===== config.mk =====
export PLATFORM = sky130hd
export DESIGN_NAME = serializer
export DESIGN_NICKNAME = d
export VERILOG_FILES = /design/src/rtl/serializer_pkg.sv /design/src/rtl/serializer_twophase_slave.sv /design/src/rtl/serializer.sv
export SDC_FILE = /design/constraint.sdc
export NUM_CORES = 1
export LEC_CHECK = 0
export BUFFER_PORTS_ARGS = -buffer_cell sky130_fd_sc_hd__buf_2
export CAP_MARGIN = 20
export CORE_MARGIN = 4
export CORE_UTILIZATION = 40
export DETAILED_ROUTE_END_ITERATION = 8
export PLACE_DENSITY = 0.73
export SYNTH_ARGS = -nofsm -noshare
export SYNTH_HDL_FRONTEND = slang
export SYNTH_SLANG_ARGS = --single-unit

===== constraint.sdc =====
create_clock -name clk -period 2.23 [get_ports clk]
set_input_delay 0.223 -clock clk [delete_from_list [all_inputs] [get_ports clk]]
set_output_delay 0.223 -clock clk [all_outputs]
set_load 0.05 [all_outputs]

===== src/rtl/serializer_pkg.sv =====
// Shared types and constants for the packet serializer: packet layout, frame
// geometry, idle-slot value and the buffer state encoding.
package serializer_pkg;

  typedef struct packed {
    logic [7:0] head;
    logic [7:0] dst;
    logic [7:0] pay;
    logic [7:0] crc;
  } packet_in_t;

  localparam int FRAME_BITS = 32;
  localparam int CNT_W      = $clog2(FRAME_BITS);

  localparam packet_in_t IDLE_PKT = '0;

  typedef enum logic {
    ST_EMPTY = 1'b0,
    ST_FULL  = 1'b1
  } buf_state_e;

  function automatic logic is_last_bit(input logic [CNT_W-1:0] cnt);
    return cnt == CNT_W'(FRAME_BITS - 1);
  endfunction

  // The frame counter wraps straight from the last bit to bit 0, no gap.
  function automatic logic [CNT_W-1:0] next_bit(input logic [CNT_W-1:0] cnt);
    return is_last_bit(cnt) ? '0 : cnt + 1'b1;
  endfunction

endpackage


===== src/rtl/serializer_twophase_slave.sv =====
// Two-phase (toggle) handshake slave: flags a pending request whenever req
// differs from the last accepted level and toggles ack once per accept.
module twophase_slave (
  input  logic clk,
  input  logic rst,
  input  logic req_i,
  input  logic take_i,
  output logic pending_o,
  output logic ack_o
);

  logic req_seen_q, req_seen_d;
  logic ack_q, ack_d;
  logic accept;

  assign pending_o = req_i ^ req_seen_q;
  // Gate with pending so a stray take can never produce an extra ack toggle.
  assign accept    = take_i & pending_o;

  always_comb begin
    req_seen_d = req_seen_q;
    ack_d      = ack_q;
    if (accept) begin
      req_seen_d = req_i;
      ack_d      = ~ack_q;
    end
  end

  always_ff @(posedge clk) begin
    if (rst) begin
      req_seen_q <= 1'b0;
      ack_q      <= 1'b0;
    end else begin
      req_seen_q <= req_seen_d;
      ack_q      <= ack_d;
    end
  end

  assign ack_o = ack_q;

endmodule


===== src/rtl/serializer.sv =====
// Packet serializer: buffers one packet from a two-phase source and sends it
// LSB first in the next fixed 32-cycle frame slot; empty slots carry IDLE_PKT.
module serializer
  import serializer_pkg::*;
(
  input  logic       clk,
  input  logic       rst,
  input  logic       src2ser_req,
  input  packet_in_t src2ser_data,
  output logic       src2ser_ack,
  output logic       dout,
  output logic       frame_start,
  output logic       pkt_sent
);

  logic [CNT_W-1:0]      bit_cnt_q, bit_cnt_d;
  buf_state_e            state_q, state_d;
  packet_in_t            pkt_buf_q, pkt_buf_d;
  logic [FRAME_BITS-1:0] shreg_q, shreg_d;
  logic                  pkt_sent_q, pkt_sent_d;
  logic                  boundary;
  logic                  pending;
  logic                  take;

  twophase_slave u_hs (
    .clk       (clk),
    .rst       (rst),
    .req_i     (src2ser_req),
    .take_i    (take),
    .pending_o (pending),
    .ack_o     (src2ser_ack)
  );

  assign boundary = is_last_bit(bit_cnt_q);

  // Buffer state register.
  always_ff @(posedge clk) begin
    if (rst) begin
      state_q <= ST_EMPTY;
    end else begin
      state_q <= state_d;
    end
  end

  // Next state: a boundary always drains the buffer, a take always fills it.
  always_comb begin
    state_d = state_q;
    unique case (state_q)
      ST_EMPTY: begin
        if (pending) begin
          state_d = ST_FULL;
        end
      end
      ST_FULL: begin
        if (boundary && !pending) begin
          state_d = ST_EMPTY;
        end
      end
      default: state_d = ST_EMPTY;
    endcase
  end

  // Accept when the buffer is free, or frees up on this very edge.
  always_comb begin
    take = 1'b0;
    unique case (state_q)
      ST_EMPTY: take = pending;
      ST_FULL:  take = pending & boundary;
      default:  take = 1'b0;
    endcase
  end

  always_comb begin
    bit_cnt_d  = next_bit(bit_cnt_q);
    pkt_buf_d  = take ? src2ser_data : pkt_buf_q;
    pkt_sent_d = boundary && (state_q == ST_FULL);
    shreg_d    = {1'b0, shreg_q[FRAME_BITS-1:1]};
    if (boundary) begin
      shreg_d = (state_q == ST_FULL) ? pkt_buf_q : IDLE_PKT;
    end
  end

  always_ff @(posedge clk) begin
    if (rst) begin
      bit_cnt_q  <= '0;
      shreg_q    <= IDLE_PKT;
      pkt_sent_q <= 1'b0;
    end else begin
      bit_cnt_q  <= bit_cnt_d;
      shreg_q    <= shreg_d;
      pkt_sent_q <= pkt_sent_d;
    end
  end

  // Buffer contents are meaningful only while FULL, so they need no reset.
  always_ff @(posedge clk) begin
    pkt_buf_q <= pkt_buf_d;
  end

  assign dout        = shreg_q[0];
  assign frame_start = (bit_cnt_q == '0);
  assign pkt_sent    = pkt_sent_q;

endmodule


# ---- Word level (Yosys, flattened, before mapping)
# Cells that the tools add are included.
dict set report totals {
  elab_cells 31
  regBits 73
  out_inout_bits 4
  inputBits 35
}
dict set report op_classes {
  add_sub_neg 1
  bitwise_logic 6
  reduce_logical 6
  n_mux 6
  eq_ne 1
}
# op n
set op_table {}
lappend op_table {{2-to-1 mux 31 bit} 2}
lappend op_table {{adder 5 x 1 -> 5 bit (second input constant)} 1}
lappend op_table {{== test 5 bit (second input constant)} 1}
lappend op_table {{zero test 5 bit} 1}
lappend op_table {{one-hot mux 1 bit (2 select lines)} 2}
lappend op_table {{inverter 1 bit} 3}
lappend op_table {{OR reduction 3 bit} 1}
lappend op_table {{bitwise AND 1 bit} 2}
lappend op_table {{logical AND 1 bit} 2}
lappend op_table {{2-to-1 mux 1 bit} 2}
lappend op_table {{OR reduction 2 bit} 1}
lappend op_table {{zero test 1 bit} 1}
lappend op_table {{XOR 1 bit} 1}

# ---- Logic depth before layout (Yosys ltp)
dict set report logic_depth {
  depth_word 5
  mapped_depth 7
  depth_no_buf 6
}

# ---- Cells and area by module
# From an unflattened synthesis, not the netlist that was laid out.
dict set report hier_totals {
  cells_unflattened 212
  hier_area_um2 2716.4
}
# mod seq_area_each_um2 area_per_inst_um2 cells_per_inst instances
set by_module_without_submodules {}
lappend by_module_without_submodules {serializer 1741.7 2622.5 203 1}
lappend by_module_without_submodules {twophase_slave 40.0 93.8 9 1}

# ---- Worst setup path after synthesis
# No wires, ideal clock.
dict set report synth_timing {
  path_type {register -> register}
  from {register bit_cnt_q[0]}
  to {register u_hs.ack_q (netlist: u_hs.ack_o)}
  arrival_time_ns 2.314
  path_slack_ns -0.206
  stages_incl_launch_ff 7
  path_buffers 0
  setup_time_ns 0.122
  t_required_ns 2.108
  period_less_slack_ns 2.436
  path_cell_list {dfxtp_1 -> ha_1 -> and3_1 -> ha_1 -> inv_2 -> a21oi_2 -> mux2_4}
}
dict set report synth_between {
  elab_chain_cells 4
}
# element line
set synth_rtl {}
lappend synth_rtl {{start, declared} serializer.sv:16} ;# logic [CNT_W-1:0] bit_cnt_q, bit_cnt_d;
lappend synth_rtl {{start signal, assigned} serializer.sv:89} ;# bit_cnt_q <= bit_cnt_d;
lappend synth_rtl {{== test 5 bit} serializer_pkg.sv:23} ;# return cnt == CNT_W'(FRAME_BITS - 1);
lappend synth_rtl {{bitwise AND 1 bit} serializer.sv:68} ;# ST_FULL: take = pending & boundary;
lappend synth_rtl {{one-hot mux 1 bit (2 select lines)} serializer.sv:66} ;# unique case (state_q)
lappend synth_rtl {{via take} serializer.sv:23} ;# logic take;
lappend synth_rtl {{bitwise AND 1 bit} serializer_twophase_slave.sv:18} ;# assign accept = take_i & pending_o;
lappend synth_rtl {{end signal, assigned} serializer_twophase_slave.sv:35} ;# ack_q <= ack_d;
lappend synth_rtl {{end, declared} serializer_twophase_slave.sv:13} ;# logic ack_q, ack_d;
# The timed path passes the listed nets, and every way through them passes these cells.
# A chain may end at the register's enable or synchronous reset.

# ---- Final worst setup path
# Ends and elaborated chain as after synthesis.

==> flow_summary.yaml <==
logic_synthesis:
  synth.avg_cell_area_um2: 13.4
  yosys_warnings: 0
  ys.flop_type: "dfxtp_1"
  synth_top_cell_by_area: "edfxtp_1"
  yosys.cell_types.count: 26
  syn_area_um2: 2760
  synth_area_leaders: "edfxtp_1, dfxtp_1, a21oi_2, nor2_2, nor2b_1"
  ys_ff_latch: 73
  synth_nets: 245
  synthCells: 206
  synth_edf_count: 32
  async_reset_ff_share_pct: 0
  yosysTopAreaCellShare_pct: 34.8
  yosysSeqAreaShare_pct: 64.5
cts:
  cts_buffers: 9
  ctsLongestPathBuffers: 2
  cts_tree: "built"
  post_cts_resized: 0
  holdBufCountCts: 0
  clock-sinks: 73
  post-cts-setup-buffers: 0
  cts.htree.levels: 3
  clock_latency_ns: 0.34
  root_buffer: "clkbuf_8"
  path_clk_slew_ns: 0.07
power_and_ir_drop:
  p_clk_share_pct: 34.4
  swShare_pct: 22.4
  vdd_ir_drop_max_mv: 0.470
  intPower_mw: 1.96
  power_density_nw_per_um2: 796
  power_switching_mw: 0.567
  p_seq_share_pct: 59.7
  combPwrFrac_pct: 5.8
  power.leakage_nw: 1.24
hold_path:
  hp-class: "input pin to register"
  holdPathEnd: "pkt_buf_q[14]"
  holdPathStages: 1
  hp-start: "src2ser_data[14]"
setup_path:
  path_class: "register to register"
  crit_top_cell: "ha_1"
  cp-start-kind: "register"
  cp.arrival_ns: 2.14
  cp_slowest_stage_delay_ns: 0.37
  r2r_end: "u_hs.ack_o"
  worstReg2RegStart: "bit_cnt_q[0]"
  crit_slowest_cell: "dfxtp_1"
  cp_data_required_time_ns: 2.46
  end_kind: "register"
  rrSetupSlack_ns: 0.32
  crit_fanout: 11
  crit_chain: "ha_1, and3_1, ha_1, inv_2, a21oi_4, buf_4, mux2_4"
  ff2ff_path_depth: 7
floorplanning:
  design.die.area_um2: 8300
  dieWidth_um: 91.1
  die_height_um: 91.1
  ios: 39
  initial_core_util_pct: 40.9
  fp.coreArea_um2: 6760
  rows: 30
drt:
  drt_iter0_drc: 62
  wire_per_inst_um: 12.6
  drc_errors: 0
  met3_length_um: 217
  antenna_left: 0
  dr_total_vias: 1496
  wl_met1_um: 1900
  wl_met2_um: 2020
  via_per_inst: 4.47
  highest_layer: "met4"
  drt_pre_antenna_iters: 3
  wl_um: 4220
sta:
  max_freq_ghz: 0.523
  rsz0062_at_grt: "false"
  tns_ns: 0
  drv_slew: 0
  hold_viol_final: 0
  fin_crit_ns: 1.91
  maxSlewHeadroom_pct: 63.7
  finalCritPeriodShare_pct: 85.7
  finClkSkew_ns: 0.00632
  tightest_slew_ns: 0.544
  setup_viol: 0
  fin_ws_ns: 0.319
  whs_ns: 0.0548
layout:
  drive_gt1_share_pct: 47.1
  layout.area.seq_um2: 1780
  insertedDiodeCount: 0
  nNetsFinal: 289
  nFillCells: 615
  areaGrowthSynthToFinish_pct: 14.7
  post-route-util_pct: 46.9
  multi_input_area_um2: 885
placement:
  dp_slack_ns: 0.306
  gp_congestion: 0.683
  dpl.hpwl_um: 2810
  portBuffers: 38
grt:
  grt_overflow_total: 0
  antenna_found_initial: 0
  grt_pass1_wl_um: 7040
  grt_max_degree: 34
  grt_usage_pct: 11.1
  grt_pass1_vias: 1567
flow_run:
  max_cap_viol_count: 0
outcome:
  outcome: "finished clean"
==> logic make-up after synthesis <==
group	share of synthesized area (%)
XOR/XNOR	0.951
multiplexers	0.905
AO/OA/AOI/OAI	10.2
flip-flops	64.5
adder cells (fa/ha/maj)	1.81
AND/OR/NAND/NOR	17.7
buffers and inverters	4.03
==> worst max path at each step <==
stage                       from          to  slack (ns)  cells after the start
global placement    bit_cnt_q[0]  u_hs.ack_o        0.37                      7
finish              bit_cnt_q[0]  u_hs.ack_o        0.32                      7
detailed placement  bit_cnt_q[0]  u_hs.ack_o        0.31                      7
floorplan           bit_cnt_q[0]  u_hs.ack_o        0.12                      6
CTS                 bit_cnt_q[0]  u_hs.ack_o        0.29                      7
global route        bit_cnt_q[0]  u_hs.ack_o        0.16                      7
==> state kept, by name (all words and copies together), names as in the netlist <==
signal and flops:
u_hs.ack_o 1, pkt_sent 1, pkt_buf_q 32, shreg_q 32
bit_cnt_q 5, state_q 1, u_hs.req_seen_q 1
==> synth_stat cells (2+ instances only) <==
library cell	n
nor2b_1	29
nand2b_1	3
dfxtp_1	41
and2b_1	3
nor2_1	2
nor3_1	3
a21oi_1	2
buf_12	3
nor3b_1	2
ha_1	4
nand3_1	2
buf_4	2
nor2_2	30
xnor2_1	2
inv_1	2
a21oi_2	31
edfxtp_1	32
buf_2	5
==> metal layers <==
metal,GRT usage [%],vias to the layer above
li1,-,779
met1,13.0,678
met2,17.4,29
met3,4.23,10
met4,6.03,0
met5,0,-
==> cell usage in the layout, fill, tap and decap left out, types with 2 or more instances in the layout <==
master	instances
dfxtp_1	41
buf_2	38
edfxtp_1	32
a21oi_2	30
nor2_2	30
nor2b_1	29
clkbuf_8	10
buf_4	5
ha_1	4
nor3_1	3
nand2b_1	3
and2b_1	3
inv_1	2
xnor2_1	2
nand3_1	2
nor3b_1	2
a21oi_1	2
nor2_1	2
clkinv_1	2
clkbuf_1	2
==> cell type report <==
type / count / share of cell area, %
Sequential cell: 73 / 56.2
Multi-Input combinational cell: 120 / 27.9
Timing Repair Buffer: 43 / 7.18
Clock buffer: 12 / 4.58
Tap cell: 80 / 3.16
Clock inverter: 4 / 0.631
Inverter: 3 / 0.355
==> metrics by stage <==
step,area (um^2),cells,power [mW]
3_3_place_gp,3010,319,1.68
6_report,3170,335,2.52
4_1_cts,3170,335,2.56
2_1_floorplan,2780,206,1.62
5_1_grt,3170,335,2.63
3_5_place_dp,3010,319,1.69
==> worst max-delay path, delay by kind of cell, from the launching register on <==
kind | cells | cell delay, ns
AOI/OAI and AO/OA | 1 | 0.17
adders and majority gates | 2 | 0.49
buffers and inverters | 2 | 0.29
DFF | 1 | 0.37
muxes | 1 | 0.30
and+or+nand+nor | 1 | 0.19
==> power by group through the flow <==
| stage | combinational [mW] | sequential [mW] | clock [mW] |
|---|---|---|---|
| floorplan | 0.0788 | 1.54 | 0 |
| global placement | 0.147 | 1.54 | 0 |
| detailed placement | 0.151 | 1.54 | 0 |
| CTS | 0.152 | 1.51 | 0.899 |
| global route | 0.161 | 1.51 | 0.959 |
| finish | 0.147 | 1.51 | 0.869 |
(Power assumes the default switching activity.)
